### src/rtl/seq_pkg.sv
// seq_pkg: shared constants for the button sequence detector / player pair.
// Latency: none (constants and a pure helper function).
// Backpressure: none.
package seq_pkg;

  localparam int SEQ_LEN = 4;
  localparam int IDX_W   = 2;

  // Unlock code as button numbers, step 0 first: BTN2, BTN3, BTN1, BTN3
  localparam logic [0:SEQ_LEN-1][1:0] SEQ_CODE = {2'd2, 2'd3, 2'd1, 2'd3};

  // Player state encoding; ENTER is only reachable when the enter pulse is built in
  localparam logic [1:0] ST_IDLE  = 2'd0;
  localparam logic [1:0] ST_ON    = 2'd1;
  localparam logic [1:0] ST_GAP   = 2'd2;
  localparam logic [1:0] ST_ENTER = 2'd3;

  // Button number (1..3) to its bit in a [3:1] vector; 0 maps to no button
  function automatic logic [3:1] btn_onehot(input logic [1:0] btn);
    logic [3:1] oh;
    case (btn)
      2'd1:    oh = 3'b001;
      2'd2:    oh = 3'b010;
      2'd3:    oh = 3'b100;
      default: oh = 3'b000;
    endcase
    return oh;
  endfunction

endpackage

### src/rtl/seq_timer.sv
// seq_timer: loadable down-counter that flags the cycle its count reaches 1.
// Latency: loaded value N gives expired high exactly N cycles after the load edge.
// Backpressure: none; load always wins, the count holds at zero when idle.
module seq_timer #(
  parameter int W = 8
) (
  input  logic         clk,
  input  logic         clr_n,
  input  logic         load,
  input  logic [W-1:0] value,
  output logic         expired
);

  logic [W-1:0] count;

  // Load takes priority; otherwise count down and stick at zero
  always_ff @(posedge clk or negedge clr_n) begin
    if (!clr_n) begin
      count <= '0;
    end else if (load) begin
      count <= value;
    end else if (count != '0) begin
      count <= count - W'(1);
    end
  end

  assign expired = (count == W'(1));

endmodule

### src/rtl/seq_player.sv
// seq_player: replays the unlock code on led[3:1] with one-cycle button strobes.
// Latency: start sampled at edge k lights step 0 (led+strobe+busy) in cycle k+1.
// Backpressure: start is ignored while busy; abort returns to IDLE on the next edge.
// Optional feature: define SEQ_PLAYER_ENTER_EN for a one-cycle enter_out after the last gap.
module seq_player
  import seq_pkg::*;
#(
  parameter int ON_CYCLES  = 62500000,
  parameter int GAP_CYCLES = 31250000
) (
  input  logic       clk,
  input  logic       clr_n,
  input  logic       start,
  input  logic       abort,
  output logic [3:1] led,
  output logic [3:1] strobe,
  output logic       enter_out,
  output logic       busy,
  output logic       done
);

  localparam int MAX_CYC = (ON_CYCLES > GAP_CYCLES) ? ON_CYCLES : GAP_CYCLES;
  localparam int TW      = $clog2(MAX_CYC + 1);
  localparam logic [TW-1:0] ON_LOAD  = TW'(ON_CYCLES);
  localparam logic [TW-1:0] GAP_LOAD = TW'(GAP_CYCLES);

  logic [1:0]       state, state_nxt;
  logic [IDX_W-1:0] idx, idx_nxt;
  logic             tmr_load;
  logic [TW-1:0]    tmr_val;
  logic             tmr_expired;
  logic             last_step;
  logic [3:1]       led_nxt, strobe_nxt;
  logic             enter_nxt, busy_nxt, done_nxt;

  seq_timer #(.W(TW)) u_timer (
    .clk     (clk),
    .clr_n   (clr_n),
    .load    (tmr_load),
    .value   (tmr_val),
    .expired (tmr_expired)
  );

  assign last_step = (idx == IDX_W'(SEQ_LEN - 1));

  // State and step index registers
  always_ff @(posedge clk or negedge clr_n) begin
    if (!clr_n) begin
      state <= ST_IDLE;
      idx   <= '0;
    end else begin
      state <= state_nxt;
      idx   <= idx_nxt;
    end
  end

  // Next state, step index and timer reloads
  always_comb begin
    state_nxt = ST_IDLE;
    idx_nxt   = idx;
    tmr_load  = 1'b0;
    tmr_val   = ON_LOAD;
    if (abort) begin
      state_nxt = ST_IDLE;
      idx_nxt   = '0;
    end else begin
      case (state)
        ST_IDLE: begin
          if (start) begin
            state_nxt = ST_ON;
            idx_nxt   = '0;
            tmr_load  = 1'b1;
            tmr_val   = ON_LOAD;
          end else begin
            state_nxt = ST_IDLE;
          end
        end
        ST_ON: begin
          if (tmr_expired) begin
            state_nxt = ST_GAP;
            tmr_load  = 1'b1;
            tmr_val   = GAP_LOAD;
          end else begin
            state_nxt = ST_ON;
          end
        end
        ST_GAP: begin
          if (tmr_expired) begin
            if (!last_step) begin
              state_nxt = ST_ON;
              idx_nxt   = idx + IDX_W'(1);
              tmr_load  = 1'b1;
              tmr_val   = ON_LOAD;
            end else begin
`ifdef SEQ_PLAYER_ENTER_EN
              state_nxt = ST_ENTER;
`else
              state_nxt = ST_IDLE;
`endif
            end
          end else begin
            state_nxt = ST_GAP;
          end
        end
`ifdef SEQ_PLAYER_ENTER_EN
        ST_ENTER: state_nxt = ST_IDLE;
`endif
        default: begin
          state_nxt = ST_IDLE;
          idx_nxt   = '0;
        end
      endcase
    end
  end

  // Output values for the coming cycle, derived from the next state
  always_comb begin
    led_nxt    = '0;
    strobe_nxt = '0;
    enter_nxt  = 1'b0;
    busy_nxt   = (state_nxt != ST_IDLE);
    done_nxt   = 1'b0;
    if (state_nxt == ST_ON) begin
      led_nxt = btn_onehot(SEQ_CODE[idx_nxt]);
    end
    // Strobe only on entry into ON, i.e. the first lit cycle of a step
    if (state_nxt == ST_ON && state != ST_ON) begin
      strobe_nxt = led_nxt;
    end
`ifdef SEQ_PLAYER_ENTER_EN
    enter_nxt = (state_nxt == ST_ENTER);
    done_nxt  = !abort && (state == ST_ENTER);
`else
    done_nxt  = !abort && (state == ST_GAP) && tmr_expired && last_step;
`endif
  end

  // Registered outputs, cleared asynchronously by clr_n
  always_ff @(posedge clk or negedge clr_n) begin
    if (!clr_n) begin
      led       <= '0;
      strobe    <= '0;
      enter_out <= 1'b0;
      busy      <= 1'b0;
      done      <= 1'b0;
    end else begin
      led       <= led_nxt;
      strobe    <= strobe_nxt;
      enter_out <= enter_nxt;
      busy      <= busy_nxt;
      done      <= done_nxt;
    end
  end

endmodule

### config.mk
export PLATFORM = sky130hd
export DESIGN_NAME = seq_player
export DESIGN_NICKNAME = d
export VERILOG_FILES = /design/src/rtl/seq_pkg.sv /design/src/rtl/seq_timer.sv /design/src/rtl/seq_player.sv
export SDC_FILE = /design/constraint.sdc
export NUM_CORES = 1
export LEC_CHECK = 0
export ABC_AREA = 1
export BUFFER_PORTS_ARGS = -buffer_cell sky130_fd_sc_hd__buf_2
export CORE_MARGIN = 2
export CORE_UTILIZATION = 53
export CTS_CLUSTER_DIAMETER = 60
export CTS_CLUSTER_SIZE = 12
export DETAILED_ROUTE_END_ITERATION = 10
export PLACE_DENSITY = 0.71
export SLEW_MARGIN = 10
export SYNTH_ARGS = -nofsm -noshare
export SYNTH_HDL_FRONTEND = slang
export SYNTH_SLANG_ARGS = --single-unit
### constraint.sdc
create_clock -name clk -period 2.6 [get_ports clk]
set_input_delay 0.39 -clock clk [delete_from_list [all_inputs] [get_ports clk]]
set_output_delay 0.39 -clock clk [all_outputs]
set_load 0.02 [all_outputs]
# Word level (Yosys, flattened, before mapping)
# Cells that the tools add are included.
op_classes:
  n_lt_le_gt_ge: 1
  mux: 28
  n_addsub: 2
  bitwise_logic: 1
  reduce_logical: 9
  eq_ne: 9
op_table:
  columns: ["operator", "n"]
  rows:
  - ["$mux 26", 5]
  - ["$eq 26x1->1 const B", 1]
  - ["$reduce_bool 26->1", 1]
  - ["$sub 26x1->26 const B", 1]
  - ["$mux 2", 9]
  - ["$pmux 2 s3", 2]
  - ["$pmux 3 s3", 1]
  - ["$eq 2x2->1 const B", 4]
  - ["$mux 1", 7]
  - ["$eq 2x1->1 const B", 3]
  - ["$mux 3", 2]
  - ["$bmux 2 s2", 1]
  - ["$logic_and 1x1->1", 4]
  - ["$reduce_bool 2->1", 2]
  - ["$ge 3x3->1 const B", 1]
  - ["$not 2->3", 1]
  - ["$pmux 1 s3", 1]
  - ["$add 2x1->2 const B", 1]
  - ["$logic_not 2->1", 1]
  - ["$ne 2x1->1 const B", 1]
  - ["$logic_not 1->1", 1]
word_totals:
  out_inout_bits: 9
  regBits: 38
  elab_cells: 57

# Depth between registers and ports, before layout
# Gate-level depths: netlist (run 1).
depth:
  word_depth: 13
  mapped_depth: 13

# Cells and area by module
# Synthesis (run 1) repeated with hierarchy kept, for this count alone.
unflattened:
  hier_cells: 365
  hier_area_um2: 2449.8
by_module_without_submodules:
  columns: ["module", "n_inst", "cells_per_inst", "area_per_inst_um2"]
  rows:
  - ["seq_timer", 1, 294, 1870.5]
  - ["seq_player", 1, 71, 579.3]

# Worst setup path before layout (run 1)
# OpenSTA, ideal clock, no wires.
synth_path:
  path_type: "reg2reg"
  start: "register u_timer.count[1]"
  end: "register u_timer.count[16]"
  path_stages_with_launch: 10
  t_arrival_ns: 1.531
  t_required_ns: 2.473
  path_buffers: 0
  slack_ns: 0.942
  setup_time_ns: 0.127
  cell_sequence: "dfrtp_1 > inv_1 > ha_1 > nand2_2 > nor2_4 > nand2_2 > nor2_4 > nand3_2 > nand3_2 > a21oi_1"
synth_via:
  elab_chain_cells: 5
  elab_cells_between_ends: 13
  classes_between: "add/sub: 1; eq/ne: 1; mux: 9; reduce/logical: 2"
synth_rtl:
  columns: ["element", "line_no", "rtl"]
  rows:
  - ["start: declaration", "seq_timer.sv:14", "logic [W-1:0] count;"]
  - ["start signal: assignment", "seq_timer.sv:21", "count <= value;"]
  - ["start signal: assignment", "seq_timer.sv:23", "count <= count - W'(1);"]
  - ["branches (longest 5 deep; another with $sub 26x1->26)", null, null]
# Several ways; the timed one is not identified. The select of a mux whose other input is x is not followed.
# A chain may end at the register's enable or synchronous reset.

# Worst setup path in the final report (run 1)
layout_path:
  start: "register u_timer.count[1]"
  end: "register u_timer.count[18]"
# Same word-level chain as after synthesis.

==> summary.md, run 1 <==
| Metric | Value |
|---|---|
| Run status | finished clean |
| Part of the Yosys area used for sequential elements | a little over two fifths |
| Main synth FF type | dfrtp_1 |
| Clock Tree Root | clkbuf_8 |
| Share of layout cells above drive strength 1 | roughly 18% |
| Area of the multi-input gates | approximately 1100 um2 |
| Synth Register Bits | 38 |
| Crit path depth | 12 |
| # diodes | 0 |
| Crit path max-delay family | simple AND/OR/NAND/NOR gates |
| Post-Syn Area | between 2000 and 2500 um2 |
| Top-area cell type share of the netlist area | about 43% |
| Syn Nets | about 290 |
| Core ar. | about 4000 um2 |
| R2r setup slk | between 0.6 and 0.7 ns |
| Critical Path Start | u_timer.count[1] |
| CP arrival | between 2 and 2.5 ns |
| Largest net degree at the start of global routing | 39 |
| H-Tree Level Count | 2 |
| Hold Buf Count CTS | 0 |
| Die Wd | 68.57 um |
| Number of remaining DRC errors | 0 |
| CP required | around 2.8 ns |
| Vias in the first global route | about 1,600 |
| CTS clk-pin slew, worst paths | around 0.080 ns |
| EDFF count, synth | 0 |
| Max Cap Violations | 0 |
| Setup TNS | 0 ns |
| Period utilization | between 70 and 80% |
| Crit Path Class | reg -> reg |
| GRT overflow | 0 |
| First-pass GRT wire length | roughly 7600 um |
| Reg2reg end | u_timer.count[18] |
| CP Max Fanout | 22 |
| Worst clock skew | roughly 0.0099 ns |
| Final wirelength | 4696 um |
| Area leader, netlist | dfrtp_1 |
| Die ar. | between 4000 and 5000 um2 |
| Fin. Hold Viols | 0 |
| Filler cells | 360 |
| Final Core Density | approximately 60% |
| Starting Density | approximately 55% |
| Smallest setup slack after layout | between 0.6 and 0.7 ns |
| Via density | 5.128 |
| Total power | approximately 1800 uW |
| FMAX | 502.3 MHz |
| Post-Syn Area per Cell | between 7 and 8 um2 |
| Hold WS | 0.1955 ns |
| Routed wl met3 | 178 um |
| Met2 Wirelength | 2159 um |
| Total number of vias | about 1,800 |
| Final slew viol count | 0 |
| Ys async rst share | 100.0% |
| Leak | ~0.0012 uW |
| CP max stage delay | between 0.3 and 0.4 ns |
| Final min period | 1.991 ns |
| R2R cell count | 12 |
| Dpl hpwl | 3460 um |
| Post-DRT Antenna Nets | 0 |
| Total CTS buffers | 5 |
| Post-CTS setup buffer count | 0 |
| Syn-to-layout area delta | 8.947% |
| Synth cell types | 31 |
| Worst setup SP type | flip-flop |
| Max VDD drop | between 0.6 and 0.7 mV |
| Critical path cell sequence | inv_1 > ha_1 > nand2_2 > nor2_4 > nand2_2 > nor2_4 > o21ai_2 > nand2_2 > nand2_4 > clkinv_4 > nor2_4 > a21oi_1 |
| Latest clock arrival within the worst-skew pair | 0.30 ns |
| CP max-delay cell | nor2_4 |
| Io pins | 13 |
| Detailed-router iteration count before antenna repair | 4 |
| Layout Nets | approximately 300 |
| CTS tree | yes |
| Top cells by area, synth | dfrtp_1, nand2_1, nor2_1 |
| Routability cong. | roughly 0.87 |
| Hold crit path type | in -> async |
| Chip Height | 68.57 um |
| Reg2reg start | u_timer.count[1] |
| Initial antenna violation count | 0 |
| Worst-margin pin slew | just under 0.9 ns |
| Overall routing resource usage | 22.82% |
| Clk sink count | 38 |
| Avg WL per Cell | between 10 and 15 um |
| Site row count | 23 |
| CP Capture Type | flip-flop |
| Yosys warns | 0 |
| RSZ-0062 raised after global routing | false |
| Post-Syn Instances | between 200 and 300 |
| Final number of setup-violating endpoints | 0 |
| Pwr dens | 756.3 nW/um2 |
| Longest Clk Path Bufs | 2 |
| Place WS | about 0.62 ns |
| DRT iter0 DRCs | 110 |
| Buffers and inverters on the worst path | 2 |
| Sequential cell area | 950.9 um2 |
| Number of port buffers | 11 |
| Slew headroom | 41.47% |
| Length of routed wiring on met1 | about 2300 um |
| Post_cts resized | 0 |
| Top Layer Used | met4 |
[worst reg2reg max path, stage by stage, from the launching register on]
cell and delay (ns):
dfrtp_1 0.35, inv_1 0.09, ha_1 0.19, nand2_2 0.08, nor2_4 0.05, nand2_2 0.08, nor2_4 0.05, o21ai_2 0.06
nand2_2 0.09, nand2_4 0.23, clkinv_4 0.14, nor2_4 0.37, a21oi_1 0.08
[cell usage after synthesis (2+ instances only)]
cell	n
a21oi_1	7
a21oi_2	10
buf_2	2
dfrtp_1	38
ha_1	3
inv_1	27
inv_2	3
nand2_1	60
nand2_2	5
nand3_1	19
nand3_2	2
nand4_1	6
nor2_1	44
nor2_2	6
nor2_4	5
nor3_1	6
o21ai_0	4
xnor2_1	9
xor2_1	10
[power by group]
group | switching (uW) | internal [uW] | total, uW
Combinational | 324 | 200 | 525
Sequential | 103 | 688 | 791
Clock | 222 | 283 | 505
Total | 649 | 1170 | 1820
[cells in the final DEF (no fill, tap or decap), types with 3 or more instances in the layout]
cell       n
nand4_1    6
a21oi_2   10
nor3_1     6
nor2_2     6
nand3_1   19
ha_1       3
xor2_1    10
nor2_1    44
a21oi_1    7
nor2_4     5
clkbuf_8   5
xnor2_1    9
o21ai_0    4
inv_2      3
nand2_1   60
nand2_2    5
dfrtp_1   38
buf_2     11
inv_1     27
[worst max-delay path by stage]
| stage | endpoint |
|---|---|
| final | u_timer.count[18] |
| after global placement | u_timer.count[21] |
| after floorplan | u_timer.count[16] |
| after detailed placement | u_timer.count[16] |
| after global routing | u_timer.count[16] |
| after CTS | u_timer.count[16] |
[state kept, by name, summed over array words and instances (netlist names)]
signal and flops:
u_timer.count 26, led 3, strobe 3, idx 2, state 2, busy 1
done 1
[final cells by class]
| class | count | share of cell area [%] |
|---|---|---|
| repair buffers | 11 | 2.287 |
| clock buffers | 5 | 2.859 |
| multi-input cells | 205 | 46.05 |
| well taps | 50 | 2.599 |
| clock inverters | 3 | 1.663 |
| inverters | 31 | 5.042 |
| flip-flops and latches | 38 | 39.50 |
[cells by family after synthesis]
group                    share of synthesized area, %
AND/OR/NAND/NOR                                 33.58
XOR/XNOR                                        7.531
AO/OA/AOI/OAI                                   7.191
adder cells (fa/ha/maj)                         1.699
flip-flops                                      43.04
buffers and inverters                           6.795
other                                          0.1697
[metal layers]
metal / up-vias / global-route usage [%]
met4: 0 / 7.500
met2: 34 / 36.18
met3: 5 / 5.357
li1: 900 / -
met1: 820 / 30.79
met5: - / 0
[metrics by stage]
stage / instances / area, um2
after floorplan: 278 / 2210
after global placement: 335 / 2298
after detailed placement: 335 / 2298
after CTS: 343 / 2407
after global routing: 343 / 2407
final: 343 / 2407
Power figures use the tool's default switching activity.
==> run 2, diff against run 1 <==
clock period = 1.95 ns   (was 2.6 ns; I/O delays follow)
==> summary.md, run 2 (synthesis results as in run 1) <==
| Metric | Value |
|---|---|
| Hold crit path type | in -> async (unchanged) |
| CP max-delay cell | dfrtp_1 (was nor2_4) |
| Leak | 0.001230 uW (was 0.001162 uW) |
| Hold Buf Count CTS | 0 (unchanged) |
| Top flop regs | u_timer.count (26), led (3), strobe (3) (unchanged) |
| Buffers and inverters on the worst path | 2 (unchanged) |
| H-Tree Level Count | 2 (unchanged) |
| Post-DRT Antenna Nets | 0 (unchanged) |
| CTS tree | yes (unchanged) |
| RSZ-0062 raised after global routing | true (was false) |
| GRT overflow | 0 (unchanged) |
| Most common cell after layout, fill and taps aside | nand2_1 (unchanged) |
| Final wirelength | 4596 um (was 4696 um) |
| Critical path cell sequence | nor2_4 > nand2_2 > nor2_4 > nand2_2 > nor2_4 > o21ai_2 > nand2_2 > nand2_4 > clkinv_4 > nor2_4 > buf_12 > a21oi_1 (was inv_1 > ha_1 > nand2_2 > nor2_4 > nand2_2 > nor2_4 > o21ai_2 > nand2_2 > nand2_4 > clkinv_4 > nor2_4 > a21oi_1) |
| Total power | 2476 uW (was 1821 uW) |
| Period utilization | 92.45% (was 76.57%) |
| Io pins | 13 (unchanged) |
| Smallest setup slack after layout | 0.1472 ns (was 0.6091 ns) |
| Die Wd | 68.57 um (unchanged) |
| Top Layer Used | met4 (unchanged) |
| Total number of vias | 1,789 (was 1,759) |
| Final number of setup-violating endpoints | 0 (unchanged) |
| CP arrival | 2.03 ns (was 2.15 ns) |
| Vias in the first global route | 1,640 (was 1,645) |
| Crit Path Class | reg -> reg (unchanged) |
| DRT iter0 DRCs | 103 (was 110) |
| Filler cells | 357 (was 360) |
| # diodes | 0 (unchanged) |
| Biggest register | u_timer.count (unchanged) |
| Crit path max-delay family | simple AND/OR/NAND/NOR gates (unchanged) |
| Share of layout cells above drive strength 1 | 22.62% (was 18.09%) |
| Met2 Wirelength | 2209 um (was 2159 um) |
| Routability cong. | 0.8722 (was 0.8743) |
| Routed wl met3 | 127 um (was 178 um) |
| Total CTS buffers | 5 (unchanged) |
| Clk sink count | 38 (unchanged) |
| Detailed-router iteration count before antenna repair | 4 (unchanged) |
| FMAX | 554.7 MHz (was 502.3 MHz) |
| Number of remaining DRC errors | 0 (unchanged) |
| Dpl hpwl | 3532 um (was 3460 um) |
| Latest clock arrival within the worst-skew pair | 0.29 ns (was 0.30 ns) |
| Avg WL per Cell | 12.95 um (was 13.69 um) |
| Final slew viol count | 0 (unchanged) |
| CP required | 2.17 ns (was 2.76 ns) |
| Worst setup SP type | flip-flop (unchanged) |
| Pwr dens | 974.7 nW/um2 (was 756.3 nW/um2) |
| CTS clk-pin slew, worst paths | 0.08 ns (about the same) |
| CP max stage delay | 0.44 ns (was 0.37 ns) |
| Chip Height | 68.57 um (unchanged) |
| Starting Density | 55.24% (unchanged) |
| Overall routing resource usage | 22.07% (was 22.82%) |
| Site row count | 23 (unchanged) |
| Core ar. | 4000 um2 (unchanged) |
| Fin. Hold Viols | 0 (unchanged) |
| Place WS | 0.1340 ns (was 0.6243 ns) |
| Clock Tree Root | clkbuf_8 (unchanged) |
| Sequential cell area | 950.9 um2 (unchanged) |
| Final min period | 1.803 ns (was 1.991 ns) |
| Length of routed wiring on met1 | 2190 um (was 2291 um) |
| Largest net degree at the start of global routing | 39 (unchanged) |
| Number of port buffers | 11 (unchanged) |
| Syn-to-layout area delta | 14.95% (was 8.947%) |
| First-pass GRT wire length | 7541 um (was 7638 um) |
| Worst clock skew | 0.008756 ns (was 0.009854 ns) |
| Area of the multi-input gates | 1139 um2 (was 1109 um2) |
| Initial antenna violation count | 0 (unchanged) |
| Via density | 5.039 (was 5.128) |
| CP Max Fanout | 14 (was 22) |
| Run status | finished clean (unchanged) |
| Critical path's most frequent cell | nor2_4 |
| Most frequent cells in the layout | nand2_1, nor2_1, dfrtp_1, inv_1, nand3_1 (unchanged) |
| Max VDD drop | 0.9233 mV (was 0.6916 mV) |
| Die ar. | 4702 um2 (unchanged) |
| Layout Nets | 311 (was 299) |
| Longest Clk Path Bufs | 2 (unchanged) |
| Max Cap Violations | 0 (unchanged) |
| CP Capture Type | flip-flop (unchanged) |
| Largest register FFs | 26 (unchanged) |
==> run 2: what timing repair did <==
action | 4_1_cts | 5_1_grt
resized for setup | 0 | 8
setup endpoints to repair | 0 | 19
buffers inserted | 0 | 4
==> run 2: path summary, 6_finish.rpt <==
kind	cells past startpoint	slack, ns	end	start
max in group asynchronous	2	1.57	idx[0]	clr_n
max	12	0.15	u_timer.count[21]	u_timer.count[9]
max reg2reg	12	0.15	u_timer.count[21]	u_timer.count[9]
min in group clk	2	0.26	state[1]	abort
min	2	0.04	u_timer.count[24]	clr_n
min reg2reg	2	0.57	u_timer.count[19]	u_timer.count[19]
==> run 2: final cells by class <==
cell class	instances	area share [%]
clock buffer	5	2.709
clock inverter	3	1.576
inverter	31	4.778
multi-input combinational	205	44.83
sequential	38	37.44
tap	50	2.463
timing repair buffer	23	6.207
==> run 2: per-layer routing <==
metal / GRT usage (%) / vias up
met5: 0 / -
met4: 7.750 / 0
met3: 4.545 / 6
met2: 35.94 / 17
met1: 29.08 / 839
li1: - / 927
==> run 2: where the power goes <==
part           switching, uW  total (uW)  internal, uW  leakage [uW]
registers                153        1070           918      0.000469
logic                    437         747           311      0.000703
clock network            281         658           376     0.0000579
total                    871        2480          1610       0.00123
==> run 2: through the flow <==
| step | hold slack, ns | cells | util (%) | instance area, um2 | setup TNS [ns] |
|---|---|---|---|---|---|
| 2_1_floorplan | -0.003091 | 278 | - | 2210 | 0 |
| 3_3_place_gp | 0.3700 | 343 | 59.27 | 2371 | 0 |
| 3_5_place_dp | 0.3750 | 343 | 59.27 | 2371 | 0 |
| 4_1_cts | 0.05866 | 351 | 62.00 | 2480 | 0 |
| 5_1_grt | 0.08827 | 355 | 63.50 | 2540 | -0.04905 |
| 6_report | 0.04484 | 355 | 63.50 | 2540 | 0 |
==> run 2: worst reg2reg max path, cell delays in order (launching register included) <==
cell and delay, ns:
dfrtp_1 0.44, nor2_4 0.16, nand2_2 0.10, nor2_4 0.16, nand2_2 0.08, nor2_4 0.17, o21ai_2 0.08, nand2_2 0.09
nand2_4 0.07, clkinv_4 0.09, nor2_4 0.04, buf_12 0.15, a21oi_1 0.11
==> run 3, diff against run 2 <==
CORE_UTILIZATION = 60   (was 53)
CTS_BUF_LIST = sky130_fd_sc_hd__clkbuf_2   (was not set)
PLACE_DENSITY = 0.79   (was 0.71)
==> summary.md, run 3 (synthesis results as in run 1) <==
| Metric | Value |
|---|---|
| Hold WS | 0.1031 ns (was 0.04484 ns) |
| First-pass GRT wire length | 7893 um (was 7541 um) |
| Final wirelength | 5016 um (was 4596 um) |
| Worst clock skew | 0.03172 ns (was 0.008756 ns) |
| Cell-internal power | 1511 uW (was 1605 uW) |
| Crit Path Class | reg -> reg (unchanged) |
| Clock power frac | 20.5% (was 26.6%) |
| Largest register FFs | 26 (unchanged) |
| Worst setup SP type | flip-flop (unchanged) |
| Total power | 2420 uW (was 2476 uW) |
| Pwr dens | 908.6 nW/um2 (was 974.7 nW/um2) |
| Io pins | 13 (unchanged) |
| Hold Startpoint | abort |
| Filler cells | 277 (was 357) |
| Period utilization | 99.06% (was 92.45%) |
| Dpl hpwl | 3393 um (was 3532 um) |
| Hold crit path type | in -> reg (was in -> async) |
| Hold path cells | 2 |
| Biggest register | u_timer.count (unchanged) |
| Chip Height | 64.69 um (was 68.57 um) |
| Clk sink count | 38 (unchanged) |
| Worst-margin pin slew | between 0.5 and 0.6 ns |
| CP Max Fanout | 6 (was 14) |
| Initial antenna violation count | 0 (unchanged) |
| Gate power share | 35.6% (was 30.2%) |
| Switching Share | 37.58% (was 35.17%) |
| Place WS | 0.08824 ns (was 0.1340 ns) |
| Reg2reg end | u_timer.count[7] (was u_timer.count[21]) |
| Endpoint, Worst Hold | state[1] |
| Detailed-router iteration count before antenna repair | 4 (unchanged) |
| H-Tree Level Count | 2 (unchanged) |
| CP arrival | 2.27 ns (was 2.03 ns) |
| Final slew viol count | 0 (unchanged) |
| Total number of vias | 1,910 (was 1,789) |
| Leak | 0.001279 uW (was 0.001230 uW) |
| FMAX | 517.7 MHz (was 554.7 MHz) |
| CTS tree | yes (unchanged) |
| GRT overflow | 0 (unchanged) |
| Clock Tree Root | clkbuf_2 (was clkbuf_8) |
| CP required | 2.29 ns (was 2.17 ns) |
| Max Cap Violations | 0 (unchanged) |
| R2r setup slk | 0.02 ns (was 0.15 ns) |
| Fin. Hold Viols | 0 (unchanged) |
| Sequential cell area | 950.9 um2 (unchanged) |
| Routability cong. | 0.8458 (was 0.8722) |
| Vias in the first global route | 1,746 (was 1,640) |
| Longest Clk Path Bufs | 2 (unchanged) |
| Most frequent cells in the layout | nand2_1, nor2_1, dfrtp_1, inv_1, nand3_1 (unchanged) |
| CP Capture Type | flip-flop (unchanged) |
| Number of port buffers | 11 (unchanged) |
| Area of the multi-input gates | 1172 um2 (was 1139 um2) |
| Top flop regs | u_timer.count (26), led (3), strobe (3) (unchanged) |
| Final min period | 1.932 ns (was 1.803 ns) |
| CTS clk-pin slew, worst paths | 0.21 ns (was 0.08 ns) |
| Reg2reg start | u_timer.count[11] (was u_timer.count[9]) |
| Total CTS buffers | 5 (unchanged) |
| Sequential share of power | 43.9% (was 43.2%) |
| Latest clock arrival within the worst-skew pair | 0.42 ns (was 0.29 ns) |
| Avg WL per Cell | 13.78 um (was 12.95 um) |
| DRT iter0 DRCs | 162 (was 103) |
| Max VDD drop | 0.7911 mV (was 0.9233 mV) |
| Number of remaining DRC errors | 0 (unchanged) |
| Smallest setup slack after layout | 0.01842 ns (was 0.1472 ns) |
| Site row count | 22 (was 23) |
| Share of layout cells above drive strength 1 | 27.85% (was 22.62%) |
| Core ar. | 3606 um2 (was 4000 um2) |
| Overall routing resource usage | 24.96% (was 22.07%) |
| Via density | 5.247 (was 5.039) |
| Largest net degree at the start of global routing | 39 (unchanged) |
| Post-DRT Antenna Nets | 0 (unchanged) |
| Slew headroom | approximately two thirds |
| Starting Density | 61.28% (was 55.24%) |
| RSZ-0062 raised after global routing | true (unchanged) |
| Die Wd | 64.69 um (was 68.57 um) |
| Layout Nets | 322 (was 311) |
| Syn-to-layout area delta | 20.55% (was 14.95%) |
| Sw Pwr | 909.5 uW (was 870.8 uW) |
| R2R cell count | 12 (unchanged) |
| Final number of setup-violating endpoints | 0 (unchanged) |
| Die ar. | 4184 um2 (was 4702 um2) |
| Run status | finished clean (unchanged) |
| # diodes | 0 (unchanged) |
| Most common cell after layout, fill and taps aside | nand2_1 (unchanged) |
run 3: changes by cell type in the layout (fill, tap and decap cells not counted), sizes merged:
cell | previous run | this run
buf | 23 | 32
clkinv | 3 | 1
clkinvlp | 0 | 2
clkbuf | 5 | 6
dlygate4sd3 | 0 | 1
run 3: final cells by class:
cell class,count,share of cell area (%)
inverters,31,4.556
clock buffers,5,0.9394
repair buffers,34,10.85
flip-flops and latches,38,35.70
multi-input cells,205,44.01
clock inverters,3,1.691
well taps,48,2.255
run 3: repair_timing:
| action | 4_1_cts | 5_1_grt |
|---|---|---|
| buffers inserted | 0 | 17 |
| setup endpoints to repair | 0 | 22 |
| hold endpoints to repair | 38 | 0 |
| gates resized for setup | 0 | 19 |
| hold buffers | 1 | 0 |
run 3: metrics by stage:
stage                     util (%)  instance area, um2  instances  setup TNS, ns
final                        73.87                2664        364              0
after global routing         73.87                2664        364        -0.8017
after CTS                    68.39                2466        349              0
after detailed placement     66.17                2386        340              0
after global placement       66.17                2386        340              0
after floorplan                  -                2210        278              0
run 3: how the worst max path moves through the flow:
stage | start | end | depth (start not counted)
finish | u_timer.count[11] | u_timer.count[7] | 12
global route | u_timer.count[11] | u_timer.count[5] | 11
global placement | u_timer.count[15] | u_timer.count[21] | 12
floorplan | u_timer.count[1] | u_timer.count[16] | 9
detailed placement | u_timer.count[15] | u_timer.count[21] | 9
CTS | u_timer.count[15] | u_timer.count[5] | 9
run 3: per-layer routing:
layer  track usage, %  wire [um]  vias to the layer above
met5                0          0                        -
met4            10.64         61                        0
met3            4.688        231                        5
met2            38.80       2434                       43
met1            34.32       2288                      907
li1                 -          -                      955
run 3: power by group through the flow:
stage          logic [uW]  clock network (uW)  registers [uW]
6_report              862                 496            1060
4_1_cts               728                 509            1050
3_5_place_dp          719                   0            1060
5_1_grt               954                 534            1080
3_3_place_gp          709                   0            1060
2_1_floorplan         560                   0            1040
run 3: worst max-delay path: stages (launching register included):
cell and delay, ns:
dfrtp_1 0.46, nor2_2 0.17, nand2_2 0.10, nor2_4 0.18
nand2_2 0.09, nor2_4 0.18, o21ai_2 0.08, nand2_2 0.14
nand2_4 0.08, clkinv_4 0.07, nor2_4 0.05, clkbuf_16 0.16
a21oi_2 0.09
